## src/rtl/muldiv_seq.sv

```systemverilog
// Iterative unsigned MUL/MULHU/DIVU/REMU unit: latch at start, 32 CALC cycles,
// then a single-cycle register-file write request in DONE.
module muldiv_seq #(
  parameter int XLEN = 32,
  parameter int RAW  = 4
) (
  input  logic            clk,
  input  logic            reset,
  input  logic            start,
  input  logic [1:0]      op,
  input  logic [RAW-1:0]  rd_in,
  input  logic [XLEN-1:0] a,
  input  logic [XLEN-1:0] b,
  output logic            busy,
  output logic            w_en,
  output logic [RAW-1:0]  rd,
  output logic [XLEN-1:0] x_rd
);

  localparam int CW = $clog2(XLEN);

  typedef enum logic [1:0] {IDLE, CALC, DONE} state_t;

  typedef struct packed {
    logic [1:0]      op;
    logic [RAW-1:0]  rd;
    logic [XLEN-1:0] opnd;
  } req_t;

  state_t          state, state_nxt;
  logic [CW-1:0]   cnt;
  req_t            req_q;
  // mul: {partial hi, multiplier shifting out low}; div: low half is the dividend/quotient shifter
  logic [2*XLEN-1:0] acc;
  logic [XLEN:0]   rem;

  logic            last;
  logic [XLEN:0]   msum;
  logic [2*XLEN-1:0] mul_nxt;
  logic [XLEN+1:0] diff;
  logic            ge;
  logic [XLEN:0]   rem_nxt;
  logic [XLEN-1:0] quo_nxt;
  logic [XLEN-1:0] result;

  assign last = (cnt == CW'(XLEN-1));
  assign busy = (state != IDLE);
  assign w_en = (state == DONE);

  always_comb begin
    msum    = {1'b0, acc[2*XLEN-1:XLEN]} + (acc[0] ? {1'b0, req_q.opnd} : '0);
    mul_nxt = {msum, acc[XLEN-1:1]};
    // Borrow out of the widened trial subtract decides the quotient bit
    diff    = {rem, acc[XLEN-1]} - {2'b00, req_q.opnd};
    ge      = ~diff[XLEN+1];
    rem_nxt = ge ? diff[XLEN:0] : {rem[XLEN-1:0], acc[XLEN-1]};
    quo_nxt = {acc[XLEN-2:0], ge};
    case (req_q.op)
      2'b00:   result = mul_nxt[XLEN-1:0];
      2'b01:   result = mul_nxt[2*XLEN-1:XLEN];
      2'b10:   result = quo_nxt;
      default: result = rem_nxt[XLEN-1:0];
    endcase
  end

  always_ff @(posedge clk) begin
    if (reset) state <= IDLE;
    else       state <= state_nxt;
  end

  always_comb begin
    state_nxt = state;
    case (state)
      IDLE:    if (start) state_nxt = CALC;
      CALC:    if (last)  state_nxt = DONE;
      DONE:    state_nxt = IDLE;
      default: state_nxt = IDLE;
    endcase
  end

  always_ff @(posedge clk) begin
    if (reset) begin
      cnt   <= '0;
      req_q <= '0;
      acc   <= '0;
      rem   <= '0;
      rd    <= '0;
      x_rd  <= '0;
    end else begin
      case (state)
        IDLE: if (start) begin
          req_q.op   <= op;
          req_q.rd   <= rd_in;
          req_q.opnd <= op[1] ? b : a;
          acc        <= {{XLEN{1'b0}}, (op[1] ? a : b)};
          rem        <= '0;
          cnt        <= '0;
        end
        CALC: begin
          cnt <= cnt + 1'b1;
          if (req_q.op[1]) begin
            acc <= {acc[2*XLEN-1:XLEN], quo_nxt};
            rem <= rem_nxt;
          end else begin
            acc <= mul_nxt;
          end
          if (last) begin
            x_rd <= result;
            rd   <= req_q.rd;
          end
        end
        default: ;
      endcase
    end
  end

endmodule
```

## config.mk

```make
export PLATFORM = sky130hd
export DESIGN_NAME = muldiv_seq
export DESIGN_NICKNAME = d
export VERILOG_FILES = /design/src/rtl/muldiv_seq.sv
export SDC_FILE = /design/constraint.sdc
export NUM_CORES = 1
export LEC_CHECK = 0
export BUFFER_PORTS_ARGS = -buffer_cell sky130_fd_sc_hd__buf_2
export CAP_MARGIN = 30
export CORE_AREA = 2 2 146 148
export DETAILED_ROUTE_END_ITERATION = 8
export DIE_AREA = 0 0 148 150
export HOLD_SLACK_MARGIN = 0.15
export PLACE_DENSITY = 0.8
export SYNTH_ARGS = -nofsm -noshare
export SYNTH_HDL_FRONTEND = slang
export SYNTH_SLANG_ARGS = --single-unit
```

## constraint.sdc

```tcl
create_clock -name clk -period 7.95 [get_ports clk]
set_input_delay 0 -clock clk [delete_from_list [all_inputs] [get_ports clk]]
set_output_delay 0 -clock clk [all_outputs]
set_load 0.02 [all_outputs]
```

# --- Word-level counts from Yosys, hierarchy flattened ---
# Index checks and enable logic that the tools add are counted.
# W data, S select, Z words.
op_classes:
  add_sub_neg: 3
  eq_ne: 9
  muxes: 16
  bitwise: 1
  n_reduce_logical: 10
op_table:
  columns: ["op", "n"]
  rows:
  - ["$mux W64", 2]
  - ["$pmux W64 S2", 1]
  - ["$mux W33", 3]
  - ["$mux W32", 3]
  - ["$pmux W32 S3", 1]
  - ["$pmux W33 S2", 1]
  - ["$sub A34 B32 Y34", 1]
  - ["$add A32 B32 Y33", 1]
  - ["$pmux W5 S2", 1]
  - ["$ne A2 B2 Y1 const B", 4]
  - ["$reduce_and A2 Y1", 4]
  - ["$reduce_and A3 Y1", 2]
  - ["$add A5 B1 Y5 const B", 1]
  - ["$eq A5 B5 Y1 const B", 1]
  - ["$mux W5", 1]
  - ["$eq A2 B1 Y1 const B", 2]
  - ["$eq A2 B2 Y1 const B", 2]
  - ["$logic_not A2 Y1", 2]
  - ["$mux W2", 2]
  - ["$pmux W2 S2", 1]
  - ["$reduce_bool A2 Y1", 2]
  - ["$not A1 Y1", 1]
word_totals:
  register_bits: 178
  input_bits: 73
  out_inout_bits: 38
  wordCells: 49

# --- Depth between registers and ports, before layout ---
# Gate-level depths: netlist of the first run.
depth:
  depth_word: 4
  mapped_depth: 14
  depth_no_buf: 13

# --- Least setup slack after synthesis of the first run ---
# Ideal clock, no wire load.
synth_path:
  path_kind: "reg2reg"
  startpoint: "reg acc[0]"
  endpoint: "reg x_rd[23]"
  setup_time_ns: 0.131
  arrival_ns: 3.036
  required_time_ns: 7.819
  path_slack_ns: 4.783
  path_stages_with_launch: 15
  path_buffers: 1
  synth_period_minus_slack_ns: 3.167
  path_cell_list: "dfxtp_1 > clkbuf_1 > and2_1 > ha_1 > inv_1 > fa_1 > nand2b_1 > a21oi_1 > a2111oi_0 > or4b_1 > a21boi_0 > o21ai_0 > xnor2_1 > o21ai_0 > o22ai_1"
synth_between:
  elab_chain_len: 3
synth_lines:
  columns: ["item", "line_no", "text"]
  rows:
  - ["start: declaration", "34", "logic [2*XLEN-1:0] acc;"]
  - ["start signal: assignment", "95", "acc <= {{XLEN{1'b0}}, (op[1] ? a : b)};"]
  - ["start signal: assignment", "102", "acc <= {acc[2*XLEN-1:XLEN], quo_nxt};"]
  - ["start signal: assignment", "105", "acc <= mul_nxt;"]
  - ["$mux W32", "51", "msum = {1'b0, acc[2*XLEN-1:XLEN]} + (acc[0] ? {1'b0, req_q.opnd} : '0);"]
  - ["$add A32 B32 Y33", "51", null]
  - ["$pmux W32 S3", "58", "case (req_q.op)"]
  - ["end signal: assignment", "108", "x_rd <= result;"]
  - ["end: declaration", "17", "output logic [XLEN-1:0] x_rd"]
# No other way between the ends.
# A chain may end at the register's enable or synchronous reset.

# --- Worst setup path in the final report of the first run ---
layout_path:
  startpoint: "reg acc[0]"
  endpoint: "reg x_rd[21]"
# Same word-level chain as after synthesis.

==> results.yml, run 1 <==
run_status:
  outcome: "finished, final reports clean"
detailed_routing:
  routedWlPerCell_um: 22.1
  first_iter_violations: 1343
  avgViaCountPerCell: 6.52
  first_pass_iters: 5
  num_vias: 13260
  totalWireLength_mm: 45.1
  ant_nets: 0
  drc: 0
timing:
  timing.final.ws_setup_ns: 3.88
  setup-violations-final: 0
  hold_viol: 0
  post-route-min-period_ns: 4.07
  slew_violations: 0
  holdWs_ns: 0.202
  min_period_over_period_pct: 51.2
  finalClockSkew_ns: 0.0122
  worst_pin_slew_ns: 1.07
  setup-tns-final_ns: 0
  slew_headroom_pct: 28.4
  rsz0062_at_grt: "false"
  max_freq_mhz: 246
global_route:
  grt_max_degree: 80
  grt_use_total_pct: 40.3
  antenna_found_initial: 2
  grt_pass1_vias: 12867
  grt_pass1_wl_mm: 69.4
  grt_overflow: 0
setup_path:
  required_ns: 8.24
  reg2regPathDepth: 13
  end_kind: "register"
  crit_fanout: 12
  crit_start: "acc[0]$_SDFFE_PP0P_"
  regToRegEndpoint: "x_rd[21]$_SDFFE_PP0P_"
  critPathCapture: "x_rd[21]$_SDFFE_PP0P_"
  ff2ff_setup_slack_ns: 3.88
  critPathMaxStageDelay_ns: 0.76
  worstPathArrival_ns: 4.36
  cp_common_cell: "a21oi_1"
  slowest_stage: "o311ai_1"
  crit_type: "reg2reg"
  timing.rr.start: "acc[0]$_SDFFE_PP0P_"
  crit_path_start_kind: "register"
  path_cells: "and2_1 -> ha_1 -> inv_1 -> fa_1 -> nand2b_1 -> a21oi_1 -> a2111oi_0 -> o311ai_1 -> a21o_1 -> a21oi_1 -> xnor2_1 -> a221oi_1 -> o31ai_1"
power:
  leakagePower_nw: 6.19
  power_density_nw_per_um2: 159
  irDropWorstVdd_mv: 0.137
  finalPower_mw: 2.33
synth:
  muxShareOfSynthArea_pct: 8.55
  synthTopCellsByArea: "dfxtp_1, mux2i_1, ha_1"
  yosysUniqueCellTypes: 79
  synth_compound_area_share_pct: 27.6
  syn_inst: 1588
  synth_top_family_by_area: "compound AO/OA/AOI/OAI gates"
  synth_top_cell_by_area: "dfxtp_1"
  synth_fp_nets: 1729
  synth_edf_count: 0
  synth-adder-area-share_pct: 7.07
  synth.top_cell.area_share_pct: 29.1
  synthSimpleGateAreaFrac_pct: 19.0
  ys_seq_area_share_pct: 29.1
  synth_xor_area_share_pct: 3.29
  yosys_warnings: 0
  synth_area_um2: 12200
  ys.flop_type: "dfxtp_1"
  ys_ff_latch: 178
  synth.avg_cell_area_um2: 7.71
  async_reset_ff_share_pct: 0
clock_network:
  cts_buffer_depth: 2
  cts.sinks: 178
  h-tree-depth: 4
  root_buffer: "clkbuf_16"
  cts_resized: 0
  cts_hold_buf: 112
  post_cts_buffers: 0
  numCtsBuffers: 17
  cts_tree: "done"
  clk_pin_slew_worst_paths_ns: 0.07
  clk_latency_ns: 0.44
placement:
  io_buffers: 110
  dpl_worst_slack_ns: 3.96
  dp_hpwl_mm: 29.9
  gp_congestion: 1.02
floorplanning:
  io_pins: 111
  fp-row-count: 53
  die_area_um2: 22200
  start_util_pct: 59.2
  die_x_um: 148
  fp.dieH_um: 150
  core_um2: 20700
final_layout:
  area_growth_pct: 19.3
  nNetsFinal: 1887
  drive_gt1_share_pct: 11.0
  final_util_pct: 70.6
job:
  drv_cap: 0
min_path:
  hp-class: "in2reg"
==> state kept, by name, summed over array words and instances, names as in the netlist <==
| register | cells |
|---|---|
| state | 2 |
| x_rd | 32 |
| cnt | 5 |
| req_q | 38 |
| rd | 4 |
| rem | 33 |
| acc | 64 |
==> layout by cell type (no fill, tap or decap), drive strengths merged, types with 6 or more instances in the layout <==
master,Yosys,layout
nor2,182,182
dfxtp,178,178
a21oi,142,142
o21ai,134,134
buf,20,133
nand2,131,131
dlygate4sd3,0,112
mux2i,99,99
ha,66,66
inv,56,61
a22oi,54,54
a211oi,48,48
and2,42,42
nor3,37,37
nand3,32,32
a21o,27,27
xnor2,26,26
a21boi,23,23
a31oi,22,22
xor2,20,20
clkbuf,86,20
and3,16,16
o211ai,16,16
nor4,12,12
nand2b,9,9
nor2b,9,9
nand4,9,9
o21a,8,8
a2111oi,8,8
clkinv,1,6
==> kinds of logic after synthesis <==
family | count (synthesis)
adder cells (fa/ha/maj) | 68
AND/OR/NAND/NOR | 500
buffers and inverters | 163
multiplexers | 104
XOR/XNOR | 46
flip-flops | 178
AO/OA/AOI/OAI | 529
==> worst min-delay path by stage <==
stage | from | end | slack [ns] | cells after the start
after global placement | rd_in[2] | req_q[34]$_SDFFE_PP0P_ | 0.25 | 3
after floorplan | rd_in[0] | req_q[32]$_SDFFE_PP0P_ | 0.14 | 2
after detailed placement | rd_in[0] | req_q[32]$_SDFFE_PP0P_ | 0.25 | 3
final | b[18] | acc[18]$_SDFFE_PP0P_ | 0.20 | 5
after CTS | b[18] | acc[18]$_SDFFE_PP0P_ | 0.19 | 5
after global routing | b[18] | acc[18]$_SDFFE_PP0P_ | 0.24 | 5
==> routing by layer <==
metal / global-route usage (%) / wire length, um
met3: 7.80 / 3910
met4: 27.9 / 3360
met1: 48.4 / 17200
met2: 65.1 / 20500
met5: 0 / 19
==> critical path, delay by kind of cell (launching register included) <==
family	cells	cell delay [ns]
AOI/OAI and AO/OA	7	2.00
xor gates and xnor gates	1	0.18
adders and majority gates	2	0.61
buffers and inverters	1	0.07
DFF	1	0.62
and+or+nand+nor	2	0.43
==> metrics by stage <==
stage | instance area (um^2) | std cells
floorplan | 12200 | 1588
detailed placement | 12900 | 1890
global route | 14600 | 2035
global placement | 12900 | 1889
finish | 14600 | 2035
CTS | 14600 | 2034
==> Yosys cell counts (all sizes together) (9+ instances only) <==
| cell type | n |
|---|---|
| ha | 66 |
| nor3 | 37 |
| nor2 | 182 |
| buf | 20 |
| clkbuf | 86 |
| a21boi | 23 |
| nand3 | 32 |
| a22oi | 54 |
| nand2 | 131 |
| dfxtp | 178 |
| xnor2 | 26 |
| and3 | 16 |
| a211oi | 48 |
| a21oi | 142 |
| inv | 56 |
| o211ai | 16 |
| mux2i | 99 |
| o21ai | 134 |
| nor4 | 12 |
| a21o | 27 |
| xor2 | 20 |
| nor2b | 9 |
| a31oi | 22 |
| and2 | 42 |
| nand2b | 9 |
| nand4 | 9 |
==> area by class of cell <==
type | count | area (um^2)
multi-input combinational | 1247 | 8050
fill | 1653 | 6090
sequential | 178 | 3560
timing repair buffer | 245 | 1850
clock buffer | 20 | 457
tap | 275 | 344
inverter | 57 | 214
clock inverter | 12 | 121
antenna | 1 | 2.50
==> report_power, final <==
part / total [mW] / switching [mW] / internal [mW] / leakage (nW)
clock: 0.861 / 0.405 / 0.456 / 0.282
combinational: 0.500 / 0.303 / 0.197 / 4.46
sequential: 0.966 / 0.0372 / 0.928 / 1.45
total: 2.33 / 0.745 / 1.58 / 6.19
No activity file was read; power rests on OpenSTA's default activity.
==> run 2: changes to the inputs <==
- CORE_AREA: 2 2 146 148 -> 2 2 153 155
- DIE_AREA: 0 0 148 150 -> 0 0 155 157
- PLACE_DENSITY: 0.8 -> 0.76
- clock period: 7.95 -> 3.65 ns (I/O delays scaled with it)
==> run 2 against run 1 <==
  * Via count about the same
  * Worst setup slack got worse by 3.7 ns
  * Register-to-register slack worse by 3.7 ns
  * Sequential cell count is the same
  * Wire length up 1.6%
  * Sequential power is 120% higher
  * Design area rose by 1.8%
  * Die area increased by 9.6%
==> results.yml, run 2 (synthesis gave the netlist of run 1 again) <==
setup_path:
  crit_path_start_kind: "register"
  required_ns: 3.95
  crit_fanout: 8
  worstPathArrival_ns: 3.75
  end_kind: "register"
  crit_type: "reg2reg"
floorplanning:
  fp.dieH_um: 157
  die_area_um2: 24300
  fp-row-count: 55
  core_um2: 22500
  io_pins: 111
  die_x_um: 155
  start_util_pct: 54.4
job:
  drv_cap: 0
placement:
  placed_area_um2: 13100
  dpl_worst_slack_ns: 0.209
  dp_hpwl_mm: 31.8
  gp_congestion: 1.00
  dp.cells: 1928
  io_buffers: 110
power:
  finalPower_mw: 5.20
  leakagePower_nw: 6.34
  irDropWorstVdd_mv: 0.309
  power_density_nw_per_um2: 350
global_route:
  grt_overflow: 0
  grt_max_degree: 69
  grt_pass1_wl_mm: 70.6
  grt_pass1_vias: 13018
  antenna_found_initial: 0
  grt_use_total_pct: 37.5
detailed_routing:
  totalWireLength_mm: 45.8
  drc: 0
  first_pass_iters: 6
  ant_nets: 0
  routedWlPerCell_um: 22.1
  num_vias: 13254
  avgViaCountPerCell: 6.41
  first_iter_violations: 1267
clock_network:
  cts.sinks: 178
  h-tree-depth: 4
  clk_latency_ns: 0.45
  numCtsBuffers: 17
  cts_buffer_depth: 2
  cts_tree: "done"
  root_buffer: "clkbuf_16"
  clk_pin_slew_worst_paths_ns: 0.08
timing:
  post-route-min-period_ns: 3.45
  setup-tns-final_ns: 0
  setup-violations-final: 0
  min_period_over_period_pct: 94.6
  hold_viol: 0
  finalClockSkew_ns: 0.0109
  holdWs_ns: 0.167
  worst_pin_slew_ns: 0.867
  rsz0062_at_grt: "false"
  slew_headroom_pct: 41.9
  timing.final.ws_setup_ns: 0.197
  slew_violations: 0
  max_freq_mhz: 290
min_path:
  hp-class: "in2reg"
final_layout:
  fill_cells: 1929
  area_growth_pct: 21.4
  final_area_um2: 14900
  nNetsFinal: 1912
  drive_gt1_share_pct: 12.7
  reg_top3: "acc x64, req_q x38, rem x33"
  fin_cells: 2068
  final_common_cell: "nor2_1"
  top_register: "acc"
  antenna_cells: 0
  final_util_pct: 66.0
  largest_reg_flops: 64
  final_cell_mix: "nor2_1, dfxtp_1, a21oi_1, nand2_1, o21ai_0"
run_status:
  outcome: "finished, final reports clean"
[run 2: layout make-up]
type                            instances  area [um^2]  area share (%)
Clock buffer                           19          443            2.98
Clock inverter                         12          171            1.15
Inverter                               57          214            1.44
Multi-Input combinational cell       1247         8060            54.3
Sequential cell                       178         3570            24.0
Tap cell                              285          357            2.40
Timing Repair Buffer                  270         2050            13.8
[run 2: critical path, stage by stage (launching register included)]
cell and delay (ns):
dfxtp_2 0.40, and2_1 0.14, ha_1 0.19, inv_1 0.06, fa_1 0.40, nand2b_1 0.18, a21oi_1 0.28, a2111oi_2 0.10
or4b_1 0.56, a21boi_0 0.36, o21ai_0 0.20, xnor2_1 0.17, o21ai_0 0.16, o22ai_1 0.09
[run 2: final timing paths]
check | startpoint | endpoint | slack, ns | depth (start not counted)
min reg2reg | req_q[32]$_SDFFE_PP0P_ | rd[0]$_SDFFE_PP0P_ | 0.45 | 2
min | op[1] | req_q[37]$_SDFFE_PP0P_ | 0.17 | 3
max | acc[0]$_SDFFE_PP0P_ | x_rd[23]$_SDFFE_PP0P_ | 0.20 | 13
max reg2reg | acc[0]$_SDFFE_PP0P_ | x_rd[23]$_SDFFE_PP0P_ | 0.20 | 13
[run 2: metal layers]
| metal | vias up | GRT usage, % | part of all wire (%) |
|---|---|---|---|
| li1 | 6132 | - | - |
| met1 | 6226 | 44.8 | 40 |
| met2 | 711 | 62.5 | 46 |
| met3 | 185 | 6.08 | 7.6 |
| met4 | 0 | 24.7 | 7.0 |
| met5 | - | 0 | 0 |
[run 2: timing repair]
action / CTS / global route
buffers inserted: 0 / 2
hold buffers: 107 / 0
hold endpoints to repair: 79 / 0
resized for setup: 0 / 5
endpoints found under the setup margin: 0 / 8
[run 2: report_power, final]
group	internal, mW	switching (mW)	total, mW	leakage (nW)
Combinational	0.443	0.667	1.11	4.60
Clock	1.11	0.876	1.99	0.295
Sequential	2.02	0.0848	2.11	1.45
